==> src/rtl/arb_pkg.sv <==
// Shared definitions for the 8-way round-robin arbiter.
// Contents: FSM state type and encodings, requester count, index width.
package arb_pkg;

  localparam int unsigned NREQ = 8;
  localparam int unsigned IDXW = 3;

  typedef logic [0:0] state_t;

  localparam state_t ST_IDLE  = 1'b0;
  localparam state_t ST_GRANT = 1'b1;

endpackage

==> src/rtl/dec3to8_en.sv <==
// Enabled 3-to-8 one-hot decoder (combinational).
// Ports:
//   idx    - binary select index
//   en     - when low, output is all zeros
//   onehot - decoded one-hot vector
module dec3to8_en
  import arb_pkg::*;
(
  input  logic [IDXW-1:0] idx,
  input  logic            en,
  output logic [NREQ-1:0] onehot
);

  always_comb begin
    onehot = '0;
    if (en) onehot[idx] = 1'b1;
  end

endmodule

==> src/rtl/rr_arbiter8.sv <==
// 8-requester round-robin arbiter driving a registered one-hot grant.
// Ports:
//   clk, rst_n  - clock, async active-low reset
//   en          - enable; low blocks new grants and releases the current one
//   req[7:0]    - request vector
//   done        - current holder finished (looked at only while granted)
//   gnt[7:0]    - registered one-hot grant
//   gnt_idx     - index of the current or most recent winner
//   gnt_valid   - high while gnt is non-zero
//   timeout_err - one-cycle pulse when a grant is released only by the hold limit
module rr_arbiter8
  import arb_pkg::*;
#(
  parameter int unsigned MAX_HOLD = 16
) (
  input  logic            clk,
  input  logic            rst_n,
  input  logic            en,
  input  logic [NREQ-1:0] req,
  input  logic            done,
  output logic [NREQ-1:0] gnt,
  output logic [IDXW-1:0] gnt_idx,
  output logic            gnt_valid,
  output logic            timeout_err
);

  localparam int unsigned CW = $clog2(MAX_HOLD + 1);

  state_t          state, state_n;
  logic [IDXW-1:0] ptr, ptr_n;
  logic [IDXW-1:0] idx_n;
  logic            valid_n;
  logic            to_n;
  logic [CW-1:0]   hold_cnt, cnt_n;
  logic [NREQ-1:0] gnt_n;

  logic [IDXW-1:0] winner;
  logic [IDXW-1:0] cand;
  logic            at_limit;
  logic            holder_req;
  logic            release_now;

  // Round-robin search: scan from the highest offset down so the lowest
  // offset from ptr (the nearest requester) is the last one assigned.
  always_comb begin
    winner = ptr;
    cand   = ptr;
    for (int k = NREQ - 1; k >= 0; k--) begin
      cand = ptr + IDXW'(k);
      if (req[cand]) winner = cand;
    end
  end

  assign at_limit    = (hold_cnt == CW'(MAX_HOLD));
  assign holder_req  = req[gnt_idx];
  assign release_now = done | ~holder_req | ~en | at_limit;

  // Next-state and next-output logic.
  always_comb begin
    state_n = state;
    ptr_n   = ptr;
    idx_n   = gnt_idx;
    valid_n = gnt_valid;
    to_n    = 1'b0;
    cnt_n   = hold_cnt;
    case (state)
      ST_IDLE: begin
        if (en && (|req)) begin
          state_n = ST_GRANT;
          idx_n   = winner;
          valid_n = 1'b1;
          cnt_n   = CW'(1);
        end
      end
      ST_GRANT: begin
        if (release_now) begin
          state_n = ST_IDLE;
          valid_n = 1'b0;
          ptr_n   = gnt_idx + IDXW'(1);
          cnt_n   = '0;
          // Error only when the hold limit is the sole reason for release.
          to_n    = at_limit & ~done & holder_req & en;
        end else begin
          cnt_n   = hold_cnt + CW'(1);
        end
      end
      default: begin
        state_n = ST_IDLE;
        valid_n = 1'b0;
        cnt_n   = '0;
      end
    endcase
  end

  // Grant is decoded from the next-state index so it can be registered.
  dec3to8_en u_dec (
    .idx    (idx_n),
    .en     (valid_n),
    .onehot (gnt_n)
  );

  // State and output registers.
  always_ff @(posedge clk or negedge rst_n) begin
    if (!rst_n) begin
      state       <= ST_IDLE;
      ptr         <= '0;
      hold_cnt    <= '0;
      gnt         <= '0;
      gnt_idx     <= '0;
      gnt_valid   <= 1'b0;
      timeout_err <= 1'b0;
    end else begin
      state       <= state_n;
      ptr         <= ptr_n;
      hold_cnt    <= cnt_n;
      gnt         <= gnt_n;
      gnt_idx     <= idx_n;
      gnt_valid   <= valid_n;
      timeout_err <= to_n;
    end
  end

endmodule

==> config.mk <==
export PLATFORM = sky130hd
export DESIGN_NAME = rr_arbiter8
export DESIGN_NICKNAME = d
export VERILOG_FILES = /design/src/rtl/arb_pkg.sv /design/src/rtl/dec3to8_en.sv /design/src/rtl/rr_arbiter8.sv
export SDC_FILE = /design/constraint.sdc
export NUM_CORES = 1
export LEC_CHECK = 0
export ABC_CLOCK_PERIOD_IN_PS = 6000
export CAP_MARGIN = 20
export CORE_UTILIZATION = 47
export DETAILED_ROUTE_END_ITERATION = 12
export GPL_TIMING_DRIVEN = 0
export PLACE_DENSITY = 0.7
export SKIP_CTS_REPAIR_TIMING = 1
export SYNTH_ARGS = -nofsm -noshare
export SYNTH_HDL_FRONTEND = slang
export SYNTH_SLANG_ARGS = --single-unit
==> constraint.sdc <==
create_clock -name clk -period 6 [get_ports clk]
set_clock_uncertainty 0.1 [all_clocks]
set_input_delay 1.8 -clock clk [delete_from_list [all_inputs] [get_ports clk]]
set_output_delay 1.8 -clock clk [all_outputs]
set_load 0.01 [all_outputs]
-- Word-level counts from Yosys, hierarchy flattened
Index checks and enable logic that the tools add are counted.
- $add $sub $neg: 9
- multipliers: 0
- divide/modulo/power cells: 0
- $lt $le $gt $ge: 11
- eq/ne operators: 2
- shift-type cells: 0
- mux-type cells: 42
- bitwise operators: 10
- reductions and logical operators: 4
- operators with widths (cell ; count):
    < comparator 3 x 4 -> 1 bit (second input constant) ; 10
    two-way mux 3 bit ; 10
    binary-select mux 1 bit (select 3 bit) ; 9
    two-way mux 1 bit ; 16
    adder 3 bit (second input constant) ; 4
    two-way mux 5 bit ; 2
    case mux 5 bit (2 select lines) ; 1
    two-way mux 8 bit ; 1
    OR reduction 8 bit ; 1
    adder 3 x 1 -> 3 bit (second input constant) ; 2
    adder 3 x 2 -> 3 bit (second input constant) ; 2
    adder 5 x 1 -> 5 bit (second input constant) ; 1
    == test 5 bit (second input constant) ; 1
    NOT 1 bit ; 4
    case mux 1 bit (2 select lines) ; 2
    bitwise AND 1 bit ; 3
    demux 1 bit (select 3 bit) ; 1
    greater-or-equal comparator 3 x 1 -> 1 bit (second input constant) ; 1
    OR 1 bit ; 3
    logical AND 1 bit ; 2
    != test 2 bit (second input constant) ; 1
    AND reduction 2 bit ; 1
- flip-flop bits (word level): 22
- latch bits: 0
- bits in writable memories: 0
- ROM bits: 0
- bits of input ports: 12
- output and inout bits: 13
- memories: 0

-- Longest topological paths before layout
Gate-level depths: netlist (run 1).
- word-level depth: 18
- depth in mapped cells: 13

-- Modules after synthesis
A second synthesis (run 1) with hierarchy kept.
- cells, all modules: 222
- area, all modules: 2122.0 um2
- modules (own cells, without submodules) (module ; times used ; cells each ; area each (um2)):
    rr_arbiter8 ; 1 ; 214 ; 2026.9
    dec3to8_en ; 1 ; 8 ; 95.1

-- Worst setup path before layout (run 1)
OpenSTA, ideal clock, no wires.
- kind: input to register
- start point: input port req[0]
- end point: register gnt[6]
- setup time: 0.119 ns
- arrival: 3.808 ns
- required time: 5.781 ns
- path slack: 1.973 ns
- stages on the path: 8
- path buffers: 1
- path through: clkbuf_2 > mux4_2 > mux2_2 > a2111o_1 > a211oi_2 > o31ai_2 > nor3b_2 > and2_1
- cells in the longest elaborated chain, start to end: 17
- elaborated cells on any way between the ends: 43
- those cells by class: 2 x order compare; 34 x mux; 4 x bitwise; 3 x reduce/logical
- ends and longest elaborated chain (item ; RTL line ; text):
    start: declaration ; rr_arbiter8.sv:19 ; input logic [NREQ-1:0] req,
    binary-select mux 1 bit (select 3 bit) ; rr_arbiter8.sv:50 ; if (req[cand]) winner = cand;
    two-way mux 1 bit (implied by the code) ; rr_arbiter8.sv:50 ;
    two-way mux 3 bit (8 in a row) ; rr_arbiter8.sv:50 ;
    two-way mux 3 bit (*) ; rr_arbiter8.sv:68 ; if (en && (|req)) begin
    two-way mux 3 bit (*) ; rr_arbiter8.sv:66 ; case (state)
    net idx_n[1] ; rr_arbiter8.sv:31 ; logic [IDXW-1:0] idx_n;
    < comparator 3 x 4 -> 1 bit (implied by the code) or greater-or-equal comparator 3 x 1 -> 1 bit (tied branches) ; dec3to8_en.sv:16 ; if (en) onehot[idx] = 1'b1;
    logical AND 1 bit (implied by the code) ; dec3to8_en.sv:16 ;
    two-way mux 1 bit (implied by the code) ; dec3to8_en.sv:16 ;
    demux 1 bit (select 3 bit) (*) ; -- ;
    two-way mux 8 bit (*) ; dec3to8_en.sv:16 ;
    net gnt_n[6] ; rr_arbiter8.sv:35 ; logic [NREQ-1:0] gnt_n;
    end signal: assignment ; rr_arbiter8.sv:116 ; gnt <= gnt_n;
    end: declaration ; rr_arbiter8.sv:21 ; output logic [NREQ-1:0] gnt,
Mark *: on every way through the listed nets, which the timed path passes. The rest lies on a longest branch. The select of a mux whose other input is x is not followed.
A chain may end at the register's enable or synchronous reset.

-- Worst setup path after layout (run 1)
- start point: input port req[4]
- end point: register gnt[7]
Same word-level chain as after synthesis.

==> results of run 1 <==
==> cell type report <==
class | count | area [um2] | area share [%]
repair buffers | 25 | 268 | 11.5
flip-flops and latches | 22 | 551 | 23.7
plain buffers | 11 | 63.8 | 2.75
multi-input cells | 146 | 1260 | 54.5
clock inverters | 1 | 30.0 | 1.29
clock buffers | 3 | 41.3 | 1.78
well taps | 48 | 60.1 | 2.59
inverters | 11 | 41.3 | 1.78
==> per-stage QoR <==
| stage | utilization (%) | instances | power (uW) | setup slack (ps) |
|---|---|---|---|---|
| after floorplan | - | 190 | 914 | 1970 |
| after global placement | 58.5 | 262 | 1120 | 1330 |
| after detailed placement | 58.5 | 262 | 1140 | 1260 |
| after CTS | 60.3 | 266 | 1280 | 1530 |
| after global routing | 61.1 | 267 | 1390 | 1390 |
| final | 61.1 | 267 | 1280 | 1490 |
==> registers in the layout, summed over array words and instances (netlist names) <==
name         cells
gnt_valid        1
hold_cnt         5
gnt              8
gnt_idx          3
state            1
timeout_err      1
ptr              3
==> cell usage in the layout, fill, tap and decap left out, drive strengths merged, types with 4 or more instances in the layout <==
cell	n
nand2b	4
clkbuf	8
nor4	5
o21ai	9
nor2	11
ha	5
mux2	14
mux4	13
xor2	4
inv	11
mux2i	5
dfrtp	22
buf	7
nand3	6
a21oi	11
nor3	5
and3	5
clkdlybuf4s50	24
and2	5
nand2	12
==> power breakdown <==
part,internal [uW],switching (uW)
Combinational,433,477
Sequential,191,39.5
Clock,89.1,47.4
Total,713,564
==> cells by family after synthesis <==
| group | after synthesis |
|---|---|
| and+or+nand+nor | 59 |
| AOI/OAI and AO/OA | 45 |
| muxes | 32 |
| buffers and inverters | 22 |
| DFF | 22 |
| xor gates and xnor gates | 5 |
| adders and majority gates | 5 |
==> worst min-delay path by stage <==
stage	startpoint	end	slack, ps	depth (start not counted)
detailed placement	hold_cnt[3]	hold_cnt[3]	420	1
CTS	hold_cnt[3]	hold_cnt[3]	430	1
finish	hold_cnt[3]	hold_cnt[3]	440	1
floorplan	hold_cnt[3]	hold_cnt[3]	370	1
global route	hold_cnt[3]	hold_cnt[3]	470	1
global placement	hold_cnt[3]	hold_cnt[3]	400	1
==> metal layers <==
layer  routed length, um  up-vias  GRT usage, %
li1                    -      788             -
met1                2150      833          34.8
met2                2400       29          40.3
met3                 131        6          2.93
met4                  45        0          4.62
met5                   0        -             0
==> worst reg2reg max path, cell delays in order, from the launching register on <==
cell	delay [ps]
dfrtp_1	460
inv_1	130
clkbuf_1	440
ha_1	430
buf_6	190
mux2_1	300
mux4_2	560
a2111o_1	390
a211oi_2	230
o31ai_2	130
nor3b_2	190
and2_1	180
==> metrics.yaml, run 1 <==
timing:
  grt_setup_unrepaired: "no"
  setup-tns-final_ps: 0
  fin_crit_ps: 4510
  setup-violations-final: 0
  fmax_mhz: 222
  max_slew_margin_pct: 46.0
  holdWs_ps: 438
  max_slew.worst_pin.slew_ps: 805
  fin_crit_sh_pct: 75.2
  final-max-slew-violation-count: 0
  hold_viol: 0
route:
  route.antenna.remaining_nets: 0
  drt-total-wl_um: 4720
  vias_per_cell: 6.20
  first_pass_iters: 4
  first_iter_violations: 121
  wl_per_cell_um: 17.7
  dr_total_vias: 1656
  drc_errors: 0
synthesis:
  synth_top_family_by_area: "multiplexers"
  simple_gate_area_share_of_the_yosys_netlist_pct: 16.1
  synth_top_cell_area_share_pct: 28.7
  yosys-top-cells-count: "dfrtp_1, mux2_2, nand2_1"
  synth_sequential_area_ratio_pct: 28.7
  synthXorXnorAreaFrac_pct: 2.28
  synth_top_flop_cell: "dfrtp_1"
  cell_variety_after_synth: 49
  postSynthAreaPerCell_um2: 10.1
  post_synth_main_area_contributors: "dfrtp_1, mux4_2, mux2_2"
  postSynthRegisterBits: 22
  yosys.cell_count.top_type: "dfrtp_1"
  synthMuxAreaShare_pct: 26.6
  synthesis.nets: 207
  synthesis.instances: 190
  netlist_area_um2: 1920
  yosys_warnings: 0
  synth-edff-count: 0
  async_flop_share_pct: 100
  synth-adder-area-share_pct: 3.26
  post-synth-top-area-cell: "dfrtp_1"
  synth_compound_gate_area_share_pct: 17.6
setup_path:
  regToRegEndpoint: "gnt[7]"
  critical_path.max_stage_delay_ps: 650
  critical_path_cell_count: 8
  crit_fanout: 10
  rr_worst_depth: 11
  crit_arrival_ps: 4620
  worst_path_max_delay_cell: "mux4_2"
  critical-path-top-delay-family: "multiplexers"
  worstSetupPathType: "in2reg"
  cp_num_buf_inv: 1
  worstPathRequired_ps: 6110
  critPathCaptureType: "register"
  regToRegSetupSlack_ps: 2170
  cp-endpoint: "gnt[7]"
  worstReg2RegStart: "ptr[1]"
  crit_chain: "clkdlybuf4s50_1 -> mux4_2 -> mux2_4 -> a2111oi_4 -> a211oi_2 -> o31ai_2 -> nor3b_2 -> and2_1"
  startpoint_type: "input port"
  startpoint_of_the_worst_setup_timing_path: "req[4]"
clock_network:
  clk_transition_reported_paths_ps: 80
  insertion_delay_to_the_later_sink_of_the_worst_skew_pair_ps: 260
  tritoncts.num_buffers: 3
  clock_root_cell: "clkbuf_8"
  tritoncts_clock_tree: "built"
  clock_tree.buffer_depth: 2
  htreeDepth: 1
  clkSinkCount: 22
power:
  p_per_area_nw_per_um2: 551
  static-leakage-power_uw: 0.000960
  worst_ir_drop_vdd_mv: 0.246
place:
  portBuffers: 24
  dpl-instance-area_um2: 2220
  detailed_place_hpwl_um: 3610
  routability_cong: 0.957
global_route:
  grt_antenna_before_repair: 0
  grt_overflow: 0
  groute.usage.overall_pct: 24.5
  first_global_vias: 1610
  grt_pass1_wl_um: 8010
  grt_max_degree: 23
floorplan:
  core-area_um2: 3800
  die_area_um2: 4350
  pin_count: 25
  placement_rows: 22
  initial_utilization_pct: 50.6
  die_w_um: 65.9
  die_height_um: 65.9
flow_run:
  drv.max_cap_violation_count: 0
cells_and_area:
  antenna_cells_inserted: 0
  filler_cell_count: 304
  layout.cell_area.non_filler_um2: 2320
  area_growth_pct: 20.8
  share_of_post_route_cells_with_drive_strength_above_1_pct: 19.2
  finish.net_count: 237
min_path:
  min-delay-path-class: "reg2reg"
outcome:
  status: "completed"
No activity file was read; power rests on OpenSTA's default activity.
==> inputs of run 2 (changes only) <==
Settings changed: ABC_CLOCK_PERIOD_IN_PS 6000 to 4600.
Clock period 6 ns to 4.6 ns, I/O delays scaled along.
==> results of run 2 <==
Same layout as run 1 (identical final DEF). Status: completed.
Among the figures that moved: setup slack after placement 1260 ps -> 279 ps; setup slack after layout 1490 ps -> 507 ps; register-to-register setup slack 2170 ps -> 770 ps; total power 1280 uW -> 1670 uW; worst IR drop on VDD 0.246 mV -> 0.321 mV
==> inputs of run 3 (changes only) <==
Settings changed: ABC_CLOCK_PERIOD_IN_PS 4600 to not set.
==> results of run 3 <==
Same layout as run 1 (identical final DEF). Status: completed.
Among the figures that moved: setup slack after placement 1260 ps -> 279 ps; setup slack after layout 1490 ps -> 507 ps; register-to-register setup slack 2170 ps -> 770 ps; total power 1280 uW -> 1670 uW; worst IR drop on VDD 0.246 mV -> 0.321 mV
